===== config.mk =====
export PLATFORM = sky130hd
export DESIGN_NAME = wb_ctrl
export DESIGN_NICKNAME = d
export VERILOG_FILES = /design/src/rtl/wb_ctrl_pkg.sv /design/src/rtl/wb_timer.sv /design/src/rtl/wb_ctrl.sv
export SDC_FILE = /design/constraint.sdc
export NUM_CORES = 1
export LEC_CHECK = 0
export ABC_CLOCK_PERIOD_IN_PS = 1600
export BUFFER_PORTS_ARGS = -buffer_cell sky130_fd_sc_hd__buf_2
export CORE_MARGIN = 3
export CORE_UTILIZATION = 43
export CTS_CLUSTER_DIAMETER = 80
export CTS_CLUSTER_SIZE = 28
export DETAILED_ROUTE_END_ITERATION = 12
export GPL_ROUTABILITY_DRIVEN = 0
export HOLD_SLACK_MARGIN = 0.08
export PLACE_DENSITY = 0.71
export SYNTH_ARGS = -nofsm -noshare
export SYNTH_HDL_FRONTEND = slang
export SYNTH_SLANG_ARGS = --single-unit

===== constraint.sdc =====
create_clock -name clk_i -period 1.6 [get_ports clk_i]
set_clock_uncertainty 0.15 [all_clocks]
set_input_delay 0.32 -clock clk_i [delete_from_list [all_inputs] [get_ports clk_i]]
set_output_delay 0.32 -clock clk_i [all_outputs]
set_load 0.05 [all_outputs]

===== src/rtl/wb_ctrl_pkg.sv =====
// ============================================================================
// Module : wb_ctrl_pkg
// Brief  : Writeback source codes, controller states and source helpers.
// Rev    : 1.0
// ============================================================================
`default_nettype none

package wb_ctrl_pkg;

  typedef enum logic [1:0] {
    ST_IDLE  = 2'd0,
    ST_WAIT  = 2'd1,
    ST_WRITE = 2'd2
  } wb_state_e;

  localparam logic [3:0] SRC_ALU   = 4'd0;
  localparam logic [3:0] SRC_MEM   = 4'd1;
  localparam logic [3:0] SRC_PC8   = 4'd2;
  localparam logic [3:0] SRC_SHIFT = 4'd3;
  localparam logic [3:0] SRC_HI    = 4'd4;
  localparam logic [3:0] SRC_LO    = 4'd5;
  localparam logic [3:0] SRC_LUI   = 4'd6;
  localparam logic [3:0] SRC_COP0  = 4'd7;
  localparam logic [3:0] SRC_SLT   = 4'd8;
  localparam logic [3:0] SRC_LINK  = 4'd9;
  localparam logic [3:0] SRC_MOVZ  = 4'd10;
  localparam logic [3:0] SRC_LAST  = SRC_MOVZ;

  function automatic logic src_legal(input logic [3:0] src);
    return src <= SRC_LAST;
  endfunction

  // Sources whose data arrives later and must be waited for.
  function automatic logic src_needs_ready(input logic [3:0] src);
    return (src == SRC_MEM) || (src == SRC_SHIFT) ||
           (src == SRC_HI)  || (src == SRC_LO);
  endfunction

  function automatic logic src_ready(input logic [3:0] src,
                                     input logic       mem_ready,
                                     input logic       shift_done,
                                     input logic       hilo_done);
    logic rdy;
    rdy = 1'b0;
    case (src)
      SRC_MEM:        rdy = mem_ready;
      SRC_SHIFT:      rdy = shift_done;
      SRC_HI, SRC_LO: rdy = hilo_done;
      default:        rdy = 1'b0;
    endcase
    return rdy;
  endfunction

endpackage

`default_nettype wire


===== src/rtl/wb_timer.sv =====
// ============================================================================
// Module : wb_timer
// Brief  : Wait-cycle counter; flags the last allowed cycle of a WAIT.
// Rev    : 1.0
// ============================================================================
`default_nettype none

module wb_timer #(
  parameter int TIMEOUT = 16
) (
  input  logic clk_i,
  input  logic reset_i,
  input  logic en_i,
  output logic expired_o
);

  localparam logic [4:0] TMO_LAST = 5'(TIMEOUT - 1);

  logic [4:0] count_q;
  logic [4:0] count_d;

  // Counter restarts from zero each time WAIT is entered.
  assign count_d   = en_i ? count_q + 5'd1 : 5'd0;
  assign expired_o = en_i && (count_q == TMO_LAST);

  always_ff @(posedge clk_i or posedge reset_i) begin
    if (reset_i) count_q <= 5'd0;
    else         count_q <= count_d;
  end

endmodule

`default_nettype wire


===== src/rtl/wb_ctrl.sv =====
// ============================================================================
// Module : wb_ctrl
// Brief  : Writeback controller: selects source, waits for ready, writes RF.
// Rev    : 1.0
// ============================================================================
`default_nettype none

module wb_ctrl
  import wb_ctrl_pkg::*;
#(
  parameter int TIMEOUT = 16
) (
  input  logic       clk_i,
  input  logic       reset_i,
  input  logic       wb_req_i,
  input  logic [3:0] wb_src_i,
  input  logic [4:0] wb_dst_i,
  input  logic       mem_ready_i,
  input  logic       shift_done_i,
  input  logic       hilo_done_i,
  input  logic       abort_i,
  output logic [3:0] mem_to_reg_o,
  output logic       reg_write_o,
  output logic [4:0] write_reg_o,
  output logic       wb_busy_o,
  output logic       wb_done_o,
  output logic       wb_err_o
);

  wb_state_e  state_q, state_d;
  logic [3:0] src_q, src_d;
  logic [4:0] dst_q, dst_d;
  logic [3:0] m2r_q, m2r_d;
  logic [4:0] wr_q, wr_d;
  logic       reg_write_q, reg_write_d;
  logic       busy_q, busy_d;
  logic       done_q, done_d;
  logic       err_q, err_d;
  logic       expired;

  wb_timer #(.TIMEOUT(TIMEOUT)) u_timer (
    .clk_i     (clk_i),
    .reset_i   (reset_i),
    .en_i      (state_q == ST_WAIT),
    .expired_o (expired)
  );

  always_comb begin
    state_d     = state_q;
    src_d       = src_q;
    dst_d       = dst_q;
    reg_write_d = 1'b0;
    done_d      = 1'b0;
    err_d       = 1'b0;

    unique case (state_q)
      ST_IDLE: begin
        if (wb_req_i) begin
          src_d = wb_src_i;
          dst_d = wb_dst_i;
          if (!src_legal(wb_src_i))          err_d   = 1'b1;
          else if (src_needs_ready(wb_src_i)) state_d = ST_WAIT;
          else                                state_d = ST_WRITE;
        end
      end
      // Abort outranks both the ready strobe and the timeout.
      ST_WAIT: begin
        if (abort_i) begin
          state_d = ST_IDLE;
        end else if (src_ready(src_q, mem_ready_i, shift_done_i, hilo_done_i)) begin
          state_d = ST_WRITE;
        end else if (expired) begin
          state_d = ST_IDLE;
          err_d   = 1'b1;
        end
      end
      ST_WRITE: state_d = ST_IDLE;
      default:  state_d = ST_IDLE;
    endcase

    // Outputs are registered from the next state so they align with it.
    if (state_d == ST_WRITE) begin
      reg_write_d = (dst_d != 5'd0);
      done_d      = 1'b1;
    end
    busy_d = (state_d != ST_IDLE);
    m2r_d  = busy_d ? src_d : 4'd0;
    wr_d   = busy_d ? dst_d : 5'd0;
  end

  always_ff @(posedge clk_i or posedge reset_i) begin
    if (reset_i) begin
      state_q     <= ST_IDLE;
      src_q       <= 4'd0;
      dst_q       <= 5'd0;
      m2r_q       <= 4'd0;
      wr_q        <= 5'd0;
      reg_write_q <= 1'b0;
      busy_q      <= 1'b0;
      done_q      <= 1'b0;
      err_q       <= 1'b0;
    end else begin
      state_q     <= state_d;
      src_q       <= src_d;
      dst_q       <= dst_d;
      m2r_q       <= m2r_d;
      wr_q        <= wr_d;
      reg_write_q <= reg_write_d;
      busy_q      <= busy_d;
      done_q      <= done_d;
      err_q       <= err_d;
    end
  end

  assign mem_to_reg_o = m2r_q;
  assign write_reg_o  = wr_q;
  assign reg_write_o  = reg_write_q;
  assign wb_busy_o    = busy_q;
  assign wb_done_o    = done_q;
  assign wb_err_o     = err_q;

endmodule

`default_nettype wire


# After elaboration in Yosys (flattened, before gate mapping)
# Cells that the tools add are included.
# Widths: inputs -> output; s select.
# totals
elab_cells	56
regBits	29
# op_classes
add_sub_neg	1
n_eq_ne	11
mux	25
reduce_logical	8
n_lt_le_gt_ge	1
# op_table
op	n
$mux 5	4
$eq 4x3->1 const B	4
$mux 2	6
$mux 4	3
$mux 1	9
$eq 4x1->1 const B	2
$eq 4x2->1 const B	2
$add 5x1->5 const B	1
$eq 5x4->1 const B	1
$reduce_bool 5->1	1
$le 4x4->1 const B	1
$pmux 2 s2	1
$logic_or 1x1->1	3
$pmux 1 s3	1
$eq 2x1->1 const B	1
$eq 2x2->1 const B	1
$logic_not 2->1	1
$pmux 1 s2	1
$reduce_bool 2->1	1
$reduce_or 2->1	1
$logic_and 1x1->1	1

# Logic depth before layout (Yosys ltp)
# depth
ltp_word	10
mapped_depth	6

# Cells and area by module
# Synthesis repeated with hierarchy kept, for this count alone.
# hier_totals
hier_cells	96
hier_area_um2	1249.9
# modules_own_cells
module	area_each_um2	seq_area_each_um2	instances	cells_per_inst
wb_ctrl	1019.7	600.6	1	76
wb_timer	230.2	125.1	1	20

# Worst setup path before layout
# No wires, ideal clock.
# synth_timing
path_kind	register to register
start	register state_q[0]
end	register reg_write_q (netlist: reg_write_o)
required_time_ns	1.330
stages_incl_launch_ff	6
slack_ns	-0.012
setup_ns	0.120
arrival_ns	1.342
period_less_slack_ns	1.612
path_cell_list	dfrtp_1 > nor3b_4 > buf_6 > mux2i_1 > o2111a_1 > a21oi_2
# synth_via
elab_chain_len	8
# synth_rtl
element	line	text
start: declaration	wb_ctrl.sv:30	wb_state_e state_q, state_d;
start signal: assignment	wb_ctrl.sv:103	state_q <= state_d;
$eq 2x1->1	wb_ctrl.sv:44, wb_ctrl.sv:56	
$logic_and 1x1->1	wb_timer.sv:24	assign expired_o = en_i && (count_q == TMO_LAST);
$mux 2	wb_ctrl.sv:72	end else if (expired) begin
$mux 2	wb_ctrl.sv:70	end else if (src_ready(src_q, mem_ready_i, shift_done_i, hilo_done_i)) begin
$mux 2	wb_ctrl.sv:68	if (abort_i) begin
$pmux 2 s2	wb_ctrl.sv:56	unique case (state_q)
$eq 2x2->1	wb_ctrl.sv:82	if (state_d == ST_WRITE) begin
$mux 1 *	wb_ctrl.sv:82	
net reg_write_d	wb_ctrl.sv:35	logic reg_write_q, reg_write_d;
end signal: assignment	wb_ctrl.sv:108	reg_write_q <= reg_write_d;
end: declaration	wb_ctrl.sv:35	
# Mark *: on every way through the listed nets, which the timed path passes. The rest lies on a longest branch.

# Final worst setup path
# layout_timing
start	register state_q[1]
end	register m2r_q[2] (netlist: mem_to_reg_o[2])
# layout_lines
element	line	text
$logic_not 2->1	wb_ctrl.sv:56	
$mux 4	wb_ctrl.sv:56	
net src_d[2]	wb_ctrl.sv:31	logic [3:0] src_q, src_d;
$mux 4	wb_ctrl.sv:87	m2r_d = busy_d ? src_d : 4'd0;
net m2r_d[2]	wb_ctrl.sv:33	logic [3:0] m2r_q, m2r_d;
end signal: assignment	wb_ctrl.sv:106	m2r_q <= m2r_d;
end: declaration	wb_ctrl.sv:33	
# The timed path passes the listed nets, and every way through them passes these cells.

==> impl_metrics.env <==
export IMPL_status="completed"
export IMPL_p_leak_nw=0.825
export IMPL_core_area_um2=2570
export IMPL_rsz0062_at_grt="yes"
export IMPL_postRouteAntennaNets=0
export IMPL_yosys_area_top_type="dfrtp_1"
export IMPL_syn_num_nets=112
export IMPL_grt_pass1_vias=859
export IMPL_period_share=0.992
export IMPL_synth_area_um2=1210
export IMPL_syn_inst=94
export IMPL_r2r_cells=4
export IMPL_layout_min_cycle_time_ps=1590
export IMPL_drtPass1Iterations=4
export IMPL_drt_iter0_drc=13
export IMPL_synth_seq_cells=29
export IMPL_worst_r2r_startpoint="state_q[1]"
export IMPL_yosysUniqueCellTypes=30
export IMPL_arrival_ps=1650
export IMPL_holdPathEnd="dst_q[1]"
export IMPL_dp_final_hpwl_mm=1.75
export IMPL_finalMaxSlewViolations=0
export IMPL_fillers=205
export IMPL_r2r_end="mem_to_reg_o[2]"
export IMPL_highest_layer="met4"
export IMPL_wl_met3_um=162
export IMPL_dpl_cell_area_um2=1480
export IMPL_io_pins=29
export IMPL_cts_sinks=29
export IMPL_synth_edf_count=0
export IMPL_setup_viol=0
export IMPL_clockBufferDepth=2
export IMPL_antenna_found_initial=0
export IMPL_drc=0
export IMPL_final_hold_viol_count=0
export IMPL_grt_max_degree=30
export IMPL_pre_cts_ws_ps=-37.7
export IMPL_end_kind="flip-flop"
export IMPL_crit_path_start_kind="flip-flop"
export IMPL_grt_pass1_wl_mm=3.88
export IMPL_die_h_um=59.0
export IMPL_diodes=0
export IMPL_area_delta_synth_final_pct=33.5
export IMPL_avgSynthCellArea_um2=12.9
export IMPL_ctsHtreeMaxLevel=2
export IMPL_placed_cells=161
export IMPL_numCtsBuffers=5
export IMPL_path_max_fanout=14
export IMPL_finalInstanceArea_um2=1610
export IMPL_slew_headroom=0.761
export IMPL_r2r_setup_slack_ps=10
export IMPL_wl_met2_mm=1.20
export IMPL_setup_ws_ps=12.2
export IMPL_worstHoldPathCells=2
export IMPL_powerDensity_nw_per_um2=1180
export IMPL_gr_total_overflow=0
export IMPL_synth_top_flop_cell="dfrtp_1"
export IMPL_wl_per_cell_um=13.8
export IMPL_root_buffer="clkbuf_4"
export IMPL_dieArea_um2=3480
export IMPL_cap_violations=0
export IMPL_finalWirelength_mm=2.40
export IMPL_clk_latency_ps=320
export IMPL_path_clk_slew_ps=80
export IMPL_async_flop_share=1.00
export IMPL_final_core_util=0.629
export IMPL_vias_per_cell=4.98
export IMPL_portBuffers=28
export IMPL_drive_gt1_frac=0.517
export IMPL_cts_tree="done"
export IMPL_synth_seq_area_share=0.600
export IMPL_fin_nets=160
export IMPL_yosysTopAreaCellShare=0.600
export IMPL_vias=861
export IMPL_final_cells=173
export IMPL_hp_class="in2reg"
export IMPL_cp_required_ps=1660
export IMPL_yosysWarnings=0
export IMPL_worstSetupPathType="reg2reg"
export IMPL_min_from="wb_dst_i[1]"
export IMPL_yosys_top_cells_area="dfrtp_1 60%, a21boi_1 3.1%, inv_1 3.1%, mux2_1 2.8%, mux2_2 2.8%"
export IMPL_fp_row_count=18
export IMPL_timing_fmax_mhz=630
export IMPL_die_w_um=59.0
export IMPL_track_usage=0.160
export IMPL_route_layer_met1_wl_um=971
export IMPL_worst_slew_pin_slew_ps=358
export IMPL_start_util=0.471
export IMPL_ir_drop_uv=782
through the flow:
| step | total power, mW | TNS [ps] | hold WS [ps] |
|---|---|---|---|
| 6_report | 1.91 | 0 | 113 |
| 2_1_floorplan | 1.27 | -1.83 | 248 |
| 3_3_place_gp | 1.44 | -38.5 | 246 |
| 4_1_cts | 1.89 | 0 | 90.7 |
| 3_5_place_dp | 1.46 | -163 | 253 |
| 5_1_grt | 2.02 | -494 | 96.6 |
layout by cell type (no fill, tap or decap), drive strengths merged:
| cell | netlist | routed |
|---|---|---|
| o211ai | 2 | 2 |
| clkinv | 0 | 2 |
| nor3 | 1 | 1 |
| clkbuf | 0 | 6 |
| o21ai | 2 | 2 |
| nand3 | 1 | 1 |
| nor3b | 2 | 2 |
| xor2 | 1 | 1 |
| o21a | 1 | 1 |
| o2111a | 1 | 1 |
| dlygate4sd3 | 0 | 1 |
| buf | 2 | 42 |
| mux2i | 3 | 3 |
| nand2 | 4 | 4 |
| inv | 10 | 10 |
| dfrtp | 29 | 29 |
| a32o | 2 | 2 |
| nor2 | 7 | 7 |
| a21boi | 7 | 7 |
| nand2b | 3 | 3 |
| mux2 | 6 | 6 |
| and3 | 1 | 1 |
| a21oi | 5 | 5 |
| a221oi | 1 | 1 |
| ha | 2 | 2 |
| xnor2 | 1 | 1 |
kinds of logic (layout without fill, tap and decap cells):
logic type               count (synthesis)  count (layout)  synth area share
AO/OA/AOI/OAI                           21              21             0.143
flip-flops                              29              29             0.600
buffers and inverters                   12              61            0.0497
AND/OR/NAND/NOR                         19              19            0.0911
adder cells (fa/ha/maj)                  2               2            0.0207
XOR/XNOR                                 2               2            0.0145
multiplexers                             9               9            0.0807
final cells by class:
cell class	instances	area [um2]	area share
clock inverter	2	10.0	0.00620
clock buffer	6	41.3	0.0256
inverter	10	37.5	0.0233
timing repair buffer	43	284	0.176
tap	30	37.5	0.0233
sequential	29	727	0.450
multi-input combinational	53	477	0.295
synth_stat cells, types with 2 or more instances:
master and n:
dfrtp_1 29, inv_1 10, ha_1 2, a21oi_1 4
nand2_1 4, a21boi_1 5, a32o_1 2, mux2_1 3
nand2b_1 3, nor2_1 6, mux2i_1 3, buf_6 2
mux2_2 3, a21boi_2 2
sequential cells by signal, summed over array words and instances, names as in the netlist:
register / count
src_q: 4
wb_done_o: 1
write_reg_o: 5
reg_write_o: 1
state_q: 2
wb_err_o: 1
mem_to_reg_o: 4
dst_q: 5
u_timer.count_q: 5
wb_busy_o: 1
where the power goes:
group | internal, mW | leakage, nW | switching [mW]
combinational | 0.246 | 0.420 | 0.354
sequential | 0.840 | 0.373 | 0.0604
clock | 0.167 | 0.0320 | 0.241
routing by layer:
metal,track usage,up-vias
met5,0,-
met4,0.0874,0
met3,0.0719,5
met2,0.249,23
met1,0.185,417
li1,-,416
what timing repair did:
item / CTS / global route
hold buffers: 1 / 0
pin swaps: 0 / 2
setup endpoints to repair: 9 / 13
gates resized for setup: 6 / 8
hold endpoints to repair: 29 / 0
setup buffers: 1 / 2
how the worst max path moves through the flow:
stage / from / to / slack [ps]
6_report: state_q[1] / mem_to_reg_o[2] / 10
5_1_grt: state_q[1] / reg_write_o / -70
4_1_cts: src_q[2] / state_q[0] / 4
3_5_place_dp: u_timer.count_q[0] / mem_to_reg_o[3] / -40
3_3_place_gp: u_timer.count_q[0] / write_reg_o[2] / -20
2_1_floorplan: state_q[1] / reg_write_o / -2
critical path, cell delays in order (launching register included):
cell and delay, ps:
dfrtp_1 410, nor3b_4 230, buf_12 180, mux2_1 350
a21boi_2 160
Power figures use the tool's default switching activity.
